--- src/rtl/video_timing_pkg.sv ---
// Shared constants for the video timing generator: default 1024x768@60 timing,
// pixel width and the colour-bar palette used by the optional test pattern.
package video_timing_pkg;

  localparam int unsigned DEF_H_ACTIVE = 1024;
  localparam int unsigned DEF_H_FP     = 24;
  localparam int unsigned DEF_H_SYNC   = 136;
  localparam int unsigned DEF_H_BP     = 160;
  localparam int unsigned DEF_V_ACTIVE = 768;
  localparam int unsigned DEF_V_FP     = 3;
  localparam int unsigned DEF_V_SYNC   = 6;
  localparam int unsigned DEF_V_BP     = 29;
  localparam int unsigned DEF_H_TOTAL  = DEF_H_ACTIVE + DEF_H_FP + DEF_H_SYNC + DEF_H_BP;
  localparam int unsigned DEF_V_TOTAL  = DEF_V_ACTIVE + DEF_V_FP + DEF_V_SYNC + DEF_V_BP;

  localparam int unsigned DEF_PIX_W           = 24;
  localparam logic [23:0] DEF_UNDERFLOW_COLOR = 24'hFF00FF;

  localparam int unsigned NUM_BARS = 8;

  typedef enum logic [2:0] {
    BAR_WHITE, BAR_YELLOW, BAR_CYAN, BAR_GREEN,
    BAR_MAGENTA, BAR_RED, BAR_BLUE, BAR_BLACK
  } bar_e;

  // RGB888 colour of a bar, left to right
  function automatic logic [23:0] bar_color(input logic [2:0] idx);
    case (bar_e'(idx))
      BAR_WHITE:   bar_color = 24'hFFFFFF;
      BAR_YELLOW:  bar_color = 24'hFFFF00;
      BAR_CYAN:    bar_color = 24'h00FFFF;
      BAR_GREEN:   bar_color = 24'h00FF00;
      BAR_MAGENTA: bar_color = 24'hFF00FF;
      BAR_RED:     bar_color = 24'hFF0000;
      BAR_BLUE:    bar_color = 24'h0000FF;
      default:     bar_color = 24'h000000;
    endcase
  endfunction

endpackage

--- src/rtl/video_timing_if.sv ---
// Upstream pixel stream: source drives pixel/valid, timing generator returns ready.
interface video_timing_if #(
  parameter int unsigned PIX_W = video_timing_pkg::DEF_PIX_W
) ();

  logic [PIX_W-1:0] pixel_in;
  logic             pixel_valid;
  logic             pixel_ready;

  modport master (output pixel_in, output pixel_valid, input pixel_ready);
  modport slave  (input pixel_in, input pixel_valid, output pixel_ready);

endinterface

--- src/rtl/video_timing_counter.sv ---
// Horizontal/vertical raster counters; held at (0,0) while disabled or in reset.
module video_timing_counter
  import video_timing_pkg::*;
#(
  parameter int unsigned H_TOTAL = DEF_H_TOTAL,
  parameter int unsigned V_TOTAL = DEF_V_TOTAL
) (
  input  logic                       clk,
  input  logic                       rst,
  input  logic                       en,
  output logic [$clog2(H_TOTAL)-1:0] h_cnt,
  output logic [$clog2(V_TOTAL)-1:0] v_cnt,
  output logic                       frame_end_c
);

  localparam int unsigned HW = $clog2(H_TOTAL);
  localparam int unsigned VW = $clog2(V_TOTAL);
  localparam logic [HW-1:0] H_LAST = HW'(H_TOTAL - 1);
  localparam logic [VW-1:0] V_LAST = VW'(V_TOTAL - 1);

  logic line_end_c;

  assign line_end_c  = (h_cnt == H_LAST);
  assign frame_end_c = line_end_c && (v_cnt == V_LAST);

  always_ff @(posedge clk) begin
    if (rst || !en) begin
      h_cnt <= '0;
      v_cnt <= '0;
    end else if (line_end_c) begin
      h_cnt <= '0;
      v_cnt <= frame_end_c ? '0 : v_cnt + VW'(1);
    end else begin
      h_cnt <= h_cnt + HW'(1);
    end
  end

endmodule

--- src/rtl/video_timing_gen.sv ---
// Raster timing generator with pixel pull interface, registered DVI-side outputs.
// Define VIDEO_TIMING_TEST_PATTERN_EN to build the internal colour-bar source.
module video_timing_gen
  import video_timing_pkg::*;
#(
  parameter int unsigned H_ACTIVE = DEF_H_ACTIVE,
  parameter int unsigned H_FP     = DEF_H_FP,
  parameter int unsigned H_SYNC   = DEF_H_SYNC,
  parameter int unsigned H_BP     = DEF_H_BP,
  parameter int unsigned V_ACTIVE = DEF_V_ACTIVE,
  parameter int unsigned V_FP     = DEF_V_FP,
  parameter int unsigned V_SYNC   = DEF_V_SYNC,
  parameter int unsigned V_BP     = DEF_V_BP,
  parameter bit          HS_POL   = 1'b0,
  parameter bit          VS_POL   = 1'b0,
  parameter int unsigned PIX_W    = DEF_PIX_W,
  parameter logic [PIX_W-1:0] UNDERFLOW_COLOR = PIX_W'(DEF_UNDERFLOW_COLOR)
) (
  input  logic             clk,
  input  logic             rst,
  input  logic             en,
  video_timing_if.slave    pix,
  output logic [PIX_W-1:0] video_data,
  output logic             video_de,
  output logic             video_hsync,
  output logic             video_vsync,
  output logic             frame_start,
  output logic [15:0]      frame_count,
  output logic             underflow,
  input  logic             underflow_clr,
  input  logic             test_pattern
);

  localparam int unsigned H_TOTAL = H_ACTIVE + H_FP + H_SYNC + H_BP;
  localparam int unsigned V_TOTAL = V_ACTIVE + V_FP + V_SYNC + V_BP;
  localparam int unsigned HW = $clog2(H_TOTAL);
  localparam int unsigned VW = $clog2(V_TOTAL);

  localparam logic [HW-1:0] H_ACT  = HW'(H_ACTIVE);
  localparam logic [HW-1:0] HS_BEG = HW'(H_ACTIVE + H_FP);
  localparam logic [HW-1:0] HS_END = HW'(H_ACTIVE + H_FP + H_SYNC);
  localparam logic [VW-1:0] V_ACT  = VW'(V_ACTIVE);
  localparam logic [VW-1:0] VS_BEG = VW'(V_ACTIVE + V_FP);
  localparam logic [VW-1:0] VS_END = VW'(V_ACTIVE + V_FP + V_SYNC);

  logic [HW-1:0]    h_cnt;
  logic [VW-1:0]    v_cnt;
  logic             frame_end_c;
  logic             active_c;
  logic             hs_on_c;
  logic             vs_on_c;
  logic             pattern_c;
  logic [PIX_W-1:0] pattern_pix_c;
  logic             starve_c;

  video_timing_counter #(
    .H_TOTAL (H_TOTAL),
    .V_TOTAL (V_TOTAL)
  ) u_counter (
    .clk         (clk),
    .rst         (rst),
    .en          (en),
    .h_cnt       (h_cnt),
    .v_cnt       (v_cnt),
    .frame_end_c (frame_end_c)
  );

  assign active_c = (h_cnt < H_ACT) && (v_cnt < V_ACT);
  assign hs_on_c  = (h_cnt >= HS_BEG) && (h_cnt < HS_END);
  assign vs_on_c  = (v_cnt >= VS_BEG) && (v_cnt < VS_END);

`ifdef VIDEO_TIMING_TEST_PATTERN_EN
  localparam int unsigned BAR_W = (H_ACTIVE / NUM_BARS > 0) ? H_ACTIVE / NUM_BARS : 1;

  logic [31:0] bar_pos_c;
  logic [2:0]  bar_idx_c;

  // Any remainder pixels past the eighth bar stay black
  assign bar_pos_c     = 32'(h_cnt) / BAR_W;
  assign bar_idx_c     = (bar_pos_c > 32'd7) ? 3'd7 : bar_pos_c[2:0];
  assign pattern_c     = test_pattern;
  assign pattern_pix_c = PIX_W'(bar_color(bar_idx_c));
`else
  logic tp_unused;

  assign tp_unused     = test_pattern;
  assign pattern_c     = 1'b0;
  assign pattern_pix_c = '0;
`endif

  // Reset gates ready so nothing is consumed on a cycle whose output is discarded
  assign pix.pixel_ready = en && !rst && active_c && !pattern_c;
  assign starve_c        = en && active_c && !pattern_c && !pix.pixel_valid;

  always_ff @(posedge clk) begin
    if (rst) begin
      video_data  <= '0;
      video_de    <= 1'b0;
      video_hsync <= ~HS_POL;
      video_vsync <= ~VS_POL;
      frame_start <= 1'b0;
      frame_count <= '0;
      underflow   <= 1'b0;
    end else begin
      video_de    <= en && active_c;
      video_hsync <= (en && hs_on_c) ? HS_POL : ~HS_POL;
      video_vsync <= (en && vs_on_c) ? VS_POL : ~VS_POL;
      frame_start <= en && (h_cnt == '0) && (v_cnt == '0);

      if (!en || !active_c)       video_data <= '0;
      else if (pattern_c)         video_data <= pattern_pix_c;
      else if (pix.pixel_valid)   video_data <= pix.pixel_in;
      else                        video_data <= UNDERFLOW_COLOR;

      if (en && frame_end_c)      frame_count <= frame_count + 16'd1;

      if (starve_c)               underflow <= 1'b1;
      else if (underflow_clr)     underflow <= 1'b0;
    end
  end

endmodule

--- src/flat_wrapper.sv ---
// flat-port wrapper written by rule: the top's interface ports become plain ports
module video_timing_gen_flat import video_timing_pkg::*;
#(
  parameter int unsigned H_ACTIVE = DEF_H_ACTIVE,
  parameter int unsigned H_FP     = DEF_H_FP,
  parameter int unsigned H_SYNC   = DEF_H_SYNC,
  parameter int unsigned H_BP     = DEF_H_BP,
  parameter int unsigned V_ACTIVE = DEF_V_ACTIVE,
  parameter int unsigned V_FP     = DEF_V_FP,
  parameter int unsigned V_SYNC   = DEF_V_SYNC,
  parameter int unsigned V_BP     = DEF_V_BP,
  parameter bit          HS_POL   = 1'b0,
  parameter bit          VS_POL   = 1'b0,
  parameter int unsigned PIX_W    = DEF_PIX_W,
  parameter logic [PIX_W-1:0] UNDERFLOW_COLOR = PIX_W'(DEF_UNDERFLOW_COLOR)
)
  (clk, rst, en, video_data, video_de, video_hsync, video_vsync, frame_start, frame_count, underflow, underflow_clr, test_pattern, pix_pixel_in, pix_pixel_valid, pix_pixel_ready);
  video_timing_if #(.PIX_W(PIX_W)) pix_i ();
  input  logic clk;
  input  logic rst;
  input  logic en;
  output logic [PIX_W-1:0] video_data;
  output logic video_de;
  output logic video_hsync;
  output logic video_vsync;
  output logic frame_start;
  output logic [15:0] frame_count;
  output logic underflow;
  input  logic underflow_clr;
  input  logic test_pattern;
  input wire logic [$bits(pix_i.pixel_in)-1:0] pix_pixel_in;
  input wire logic [$bits(pix_i.pixel_valid)-1:0] pix_pixel_valid;
  output wire logic [$bits(pix_i.pixel_ready)-1:0] pix_pixel_ready;
  assign pix_i.pixel_in = pix_pixel_in;
  assign pix_i.pixel_valid = pix_pixel_valid;
  assign pix_pixel_ready = pix_i.pixel_ready;
  video_timing_gen #(.H_ACTIVE(H_ACTIVE), .H_FP(H_FP), .H_SYNC(H_SYNC), .H_BP(H_BP), .V_ACTIVE(V_ACTIVE), .V_FP(V_FP), .V_SYNC(V_SYNC), .V_BP(V_BP), .HS_POL(HS_POL), .VS_POL(VS_POL), .PIX_W(PIX_W), .UNDERFLOW_COLOR(UNDERFLOW_COLOR)) u_core (.clk(clk), .rst(rst), .en(en), .pix(pix_i), .video_data(video_data), .video_de(video_de), .video_hsync(video_hsync), .video_vsync(video_vsync), .frame_start(frame_start), .frame_count(frame_count), .underflow(underflow), .underflow_clr(underflow_clr), .test_pattern(test_pattern));
endmodule
--- config.mk ---
export PLATFORM = sky130hd
export DESIGN_NAME = video_timing_gen_flat
export DESIGN_NICKNAME = d
export VERILOG_FILES = /design/src/rtl/video_timing_pkg.sv /design/src/rtl/video_timing_if.sv /design/src/rtl/video_timing_counter.sv /design/src/rtl/video_timing_gen.sv /design/src/flat_wrapper.sv
export SDC_FILE = /design/constraint.sdc
export NUM_CORES = 1
export LEC_CHECK = 0
export CAP_MARGIN = 10
export CORE_ASPECT_RATIO = 0.8
export CORE_MARGIN = 4
export CORE_UTILIZATION = 35
export DETAILED_ROUTE_END_ITERATION = 10
export DONT_BUFFER_PORTS = 1
export SYNTH_ARGS = -nofsm -noshare
export SYNTH_HDL_FRONTEND = slang
export SYNTH_HIERARCHICAL = 1
export SYNTH_SLANG_ARGS = --single-unit
--- constraint.sdc ---
create_clock -name clk -period 3.01 [get_ports clk]
set_input_delay 0.301 -clock clk [delete_from_list [all_inputs] [get_ports clk]]
set_output_delay 0.301 -clock clk [all_outputs]
set_load 0.02 [all_outputs]
# [After elaboration in Yosys (flattened, before gate mapping)]
# Cells that the tools add are included.
[classes] addsub=3 magnitude_cmp=6 eq_ne=2 muxes=6 bitwise_logic=1 reduce_logical=25
[ops] cell="24-bit 2-to-1 mux" count=1
[ops] cell="11-bit less-than comparator, second input constant" count=2
[ops] cell="10-bit less-than comparator, second input constant" count=2
[ops] cell="16-bit by 1-bit adder with 16-bit output, second input constant" count=1
[ops] cell="1-bit logical AND" count=13
[ops] cell="11-bit by 1-bit adder with 11-bit output, second input constant" count=1
[ops] cell="11-bit == test, second input constant" count=1
[ops] cell="11-bit greater-or-equal comparator, second input constant" count=1
[ops] cell="11-bit zero test" count=1
[ops] cell="10-bit by 1-bit adder with 10-bit output, second input constant" count=1
[ops] cell="10-bit == test, second input constant" count=1
[ops] cell="10-bit greater-or-equal comparator, second input constant" count=1
[ops] cell="10-bit zero test" count=1
[ops] cell="10-bit 2-to-1 mux" count=1
[ops] cell="1-bit zero test" count=4
[ops] cell="1-bit 2-to-1 mux" count=4
[ops] cell="2-bit OR reduction" count=2
[ops] cell="3-bit OR reduction" count=1
[ops] cell="1-bit logical OR" count=2
[ops] cell="2-bit nonzero test" count=1
[ops] cell="1-bit NOT" count=1
[totals] ff_bits=66 in_bits=30 word_cells=53

# [Depth between registers and ports, before layout]
[logic_depth] word_depth=5 ltp_mapped=9 ltp_nobuf=8

# [Modules after synthesis]
# The synthesis kept the hierarchy.
[modules_own_cells] module="video_timing_gen" n_inst=1 cells_each=182 area_per_inst_um2=1649.1 seq_area_each_um2=900.9
[modules_own_cells] module="video_timing_counter" n_inst=1 cells_each=113 area_per_inst_um2=988.4 seq_area_each_um2=420.4

# [Least setup slack after synthesis]
# Ideal clock, no wire load.
[synth_path] path_kind="flip-flop to flip-flop" start="register u_core.u_counter.h_cnt[0]" end="register u_core.frame_count[12]" setup_ns=0.070 arrival_time_ns=2.896 required_time_ns=2.940 slack_ns=0.043 path_stages_with_launch=10 path_buffers=1 cell_sequence="dfxtp_1 -> ha_1 -> nand3_1 -> or4_1 -> clkbuf_2 -> nor2_1 -> nand4_2 -> or4_4 -> or3_1 -> a21oi_1"
[synth_via] elab_chain_len=3
[synth_rtl] item="start, declared" line="video_timing_counter.sv:11" rtl="output logic [$clog2(H_TOTAL)-1:0] h_cnt,"
[synth_rtl] item="start signal, assigned" line="video_timing_counter.sv:34" rtl="h_cnt <= h_cnt + HW'(1);"
[synth_rtl] item="11-bit == test" line="video_timing_counter.sv:23" rtl="assign line_end_c = (h_cnt == H_LAST);"
[synth_rtl] item="1-bit logical AND" line="video_timing_counter.sv:24" rtl="assign frame_end_c = line_end_c && (v_cnt == V_LAST);"
[synth_rtl] item="via u_core.frame_end_c" line="video_timing_gen.sv:48" rtl="logic frame_end_c;"
[synth_rtl] item="1-bit logical AND" line="video_timing_gen.sv:115" rtl="if (en && frame_end_c) frame_count <= frame_count + 16'd1;"
[synth_rtl] item="end signal, assigned" line="video_timing_gen.sv:115"
[synth_rtl] item="end, declared" line="video_timing_gen.sv:28" rtl="output logic [15:0] frame_count,"
# The timed path passes the listed nets, and every way through them passes these cells.
# A chain may end at the register's enable or synchronous reset.

# [Worst setup path after layout]
[layout_path] start="register u_core.u_counter.h_cnt[8]" end="register u_core.frame_count[14]"
# Same word-level chain as after synthesis.

==> results by group <==
Clocking
  • Clk root buf: clkbuf_8
  • Num CTS Buffers: 9
  • Clock buffer depth: 2
  • Hold buffers post-CTS: 0
  • Clock slew at reported path FFs: approximately 0.080 ns
  • Cts repair resizes: 0
  • CTS sink count: 66
  • Worst-skew pair later-pin latency: between 0.3 and 0.4 ns
  • CTS tree: done
  • Htree depth: 3
  • Postcts setup bufs: 0

Power
  • Max VDD drop: between 0.15 and 0.2 mV
  • Comb pwr share: 0.020
  • Int Power: roughly 1300 uW
  • Leakage dissipation: 0.00111 uW
  • Sw frac: 0.235
  • Clock power frac: 0.432
  • Switching Power: around 390 uW
  • Pwr Density: between 500 and 600 mW/mm^2
  • Sequential Power Share: 0.548

Route
  • Number of DRC markers in iteration 0: 94
  • Via density: around 5.2
  • Antenna viol nets, final: 0
  • Post-route DRC: 0
  • Router iterations before antenna repair: 4
  • Vias: approximately 2,100
  • DR top layer: met4
  • Met3 wire length: 487 microns
  • Final WL: around 5700 microns
  • Routed WL per cell: about 14 microns
  • Met1 Wirelength: ~2600 microns
  • Met2 WL: 2640 microns

Worst setup path
  • Worst r2r dst: u_core/frame_count[14]$_SDFFE_PP0P_
  • Critical setup path kind: reg2reg
  • Worst endpoint required time: 3.28 ns
  • Reg2Reg Setup Slack: 0.21 ns
  • Critical path origin: u_core/u_counter/h_cnt[8]$_SDFF_PP0_
  • Crit-path max FO: 5
  • Worst Setup EP: u_core/frame_count[14]$_SDFFE_PP0P_
  • Reg2reg start: u_core/u_counter/h_cnt[8]$_SDFF_PP0_
  • Crit. End Element: register
  • Worst EP arrival: just over 3 ns
  • Worst setup SP type: register
  • R2R cell count: 7

Yosys
  • Sequential share of the synthesized area: 0.501
  • Synth Instances: 295
  • Synth Net Count: roughly 330
  • Post-synth cell types: around 40
  • #FFs+latches synth: 66
  • Mapped Avg Cell Area: between 8 and 9 sq um
  • Ys Warns: 6
  • Synthesized area: ~0.0026 sq mm

STA
  • Hold Fails Final Rpt: 0
  • Worst setup margin: about 0.21 ns
  • Relative slew margins: 0.591
  • Slew at the pin with the worst max-slew slack: between 0.6 and 0.7 ns
  • Max Clock Skew: between 0.007 and 0.008 ns
  • Final min period: between 2 and 3 ns
  • Period utilization: 0.929
  • Fmax: approximately 360 MHz
  • Sum Neg Setup Slack: 0 ns
  • Final setup viols: 0
  • Final Max Slew Viols: 0
  • RSZ-0062 raised after global routing: false

Global routing
  • Initial antenna violation count: 0
  • GRT Overall Usage: 0.131
  • Pin count of the biggest net entering global routing: 24
  • Global-route wire length before repair: roughly 9500 microns
  • Grt total ovfl: 0
  • Vias in the first global route: approximately 2,000

Final layout
  • Nets: ~340
  • Share of cells above drive strength 1: 0.0874
  • Final core occ: 0.402
  • P&R area growth vs syn: 12.1%
  • Ant diodes: 0

Die
  • Initial core utilization: 0.359
  • I/O pin count: 76
  • Die Wd: between 100 and 150 microns
  • Core area: 0.00736 sq mm
  • Die area: ~0.0090 sq mm
  • Row count: 28
  • Die Y: between 80 and 90 microns

Worst hold path
  • HP Class: in2reg

Placed design
  • DPL Wire Length: approximately 4000 microns
  • Placer Congestion: about 0.81
  • Setup WS pre-CTS: roughly 0.26 ns
  • IO buf count: 0

Outcome
  • Status: completed

Job
  • Max-Cap Viols: 0
## power groups by stage
stage,registers [uW],logic (uW),clock network [uW]
floorplan,938,31.6,0
global route,921,40.4,793
global placement,941,33.1,0
detailed placement,941,34.6,0
CTS,920,34.8,755
finish,920,34.0,724
## state kept, by name, indices dropped and copies added, names as in the netlist
| signal | flops |
|---|---|
| u_core/frame_start | 1 |
| u_core/frame_count | 16 |
| u_core/video_data | 24 |
| u_core/u_counter/v_cnt | 10 |
| u_core/video_hsync | 1 |
| u_core/underflow | 1 |
| u_core/u_counter/h_cnt | 11 |
| u_core/video_vsync | 1 |
| u_core/video_de | 1 |
## per-stage QoR
step / hold slack [ns] / total power [uW] / instances / area [sq um]
6_report: 0.0263 / 1680 / 399 / 2960
2_1_floorplan: 0.423 / 969 / 295 / 2640
3_3_place_gp: 0.375 / 974 / 383 / 2760
4_1_cts: 0.00544 / 1710 / 399 / 2960
5_1_grt: 0.00121 / 1760 / 399 / 2960
3_5_place_dp: 0.375 / 975 / 383 / 2760
## worst min-delay path by stage
stage	start	slack, ns	cells past startpoint	endpoint
after floorplan	pix_pixel_in[10]	0.42	1	u_core/video_data[10]$_SDFF_PP0_
after global placement	rst	0.38	1	u_core/frame_count[12]$_SDFFE_PP0P_
after global routing	rst	0.001	1	u_core/frame_count[3]$_SDFFE_PP0P_
final	rst	0.03	1	u_core/frame_count[3]$_SDFFE_PP0P_
after detailed placement	rst	0.38	1	u_core/frame_count[1]$_SDFFE_PP0P_
after CTS	rst	0.005	1	u_core/frame_count[1]$_SDFFE_PP0P_
## per-layer routing
| layer | global-route usage | vias up |
|---|---|---|
| met5 | 0 | - |
| met4 | 0.0536 | 0 |
| met3 | 0.0632 | 6 |
| met2 | 0.198 | 65 |
| met1 | 0.160 | 976 |
| li1 | - | 1037 |
## synthesized netlist by cell type
library cell  number  area, sq um
nand2_1           20         75.1
nor3_1             3         15.0
xor2_1            12          105
o41ai_1            2         17.5
a21oi_1           27          135
nand3b_1           2         15.0
and3b_1            1         8.76
and4_1             3         26.3
nor4_2             1         12.5
clkbuf_2           1         5.00
nand4_2            1         12.5
dfxtp_1           66         1320
nand3_1           10         50.1
mux2_1             1         11.3
or3_1              5         31.3
ha_1               4         50.1
nor2_1            32          120
o31ai_1            1         7.51
a31o_2             1         8.76
a31o_1             1         8.76
or4_4              1         11.3
nand4_1           12         75.1
nor4b_1            1         8.76
buf_1              2         7.51
inv_1             22         82.6
or4_1              2         15.0
o211ai_1           2         15.0
or3b_1             1         8.76
nand2b_1           4         25.0
xnor2_1            9         78.8
nor4_1             9         56.3
and2_1             8         50.1
a31oi_1            2         12.5
clkbuf_1           5         18.8
or2_2              1         6.26
and3_1             5         31.3
nor3b_1            1         7.51
a2111o_1           1         11.3
o21ai_0            8         40.0
mux2i_1            2         20.0
nor2b_1            3         18.8
## logic make-up after synthesis
group           Yosys count  share of synthesized area
compound gates           45                     0.0973
xor+xnor                 21                     0.0697
fa+ha+maj                 4                     0.0190
buf+inv                  30                     0.0432
flops                    66                      0.501
mux                       3                     0.0119
simple gates            126                      0.258
## area by class of cell
type | instances | area, sq um
multi-input cells | 199 | 1200
well taps | 90 | 113
fillers | 761 | 4400
clock inverters | 7 | 68.8
clock buffers | 9 | 124
repair buffers | 6 | 45.0
flip-flops and latches | 66 | 1320
inverters | 22 | 82.6
## cells in the final DEF (no fill, tap or decap), types with 6 or more instances in the layout
cell      netlist  layout
dfxtp_1        66      66
nor2_1         32      32
a21oi_1        27      27
inv_1          22      22
nand2_1        20      20
xor2_1         12      12
nand4_1        12      12
nand3_1        10      10
clkbuf_8        0       9
nor4_1          9       9
xnor2_1         9       9
and2_1          8       8
o21ai_0         8       8
buf_4           0       6
## worst max-delay path, cell delays in order (launching register included)
cell and delay [ns]:
dfxtp_1 0.42, or3b_1 0.41, or4_1 0.46, nor2_1 0.22, nand4_2 0.18, or4_4 0.58, or3_1 0.32, a21oi_1 0.13
(Power assumes the default switching activity.)
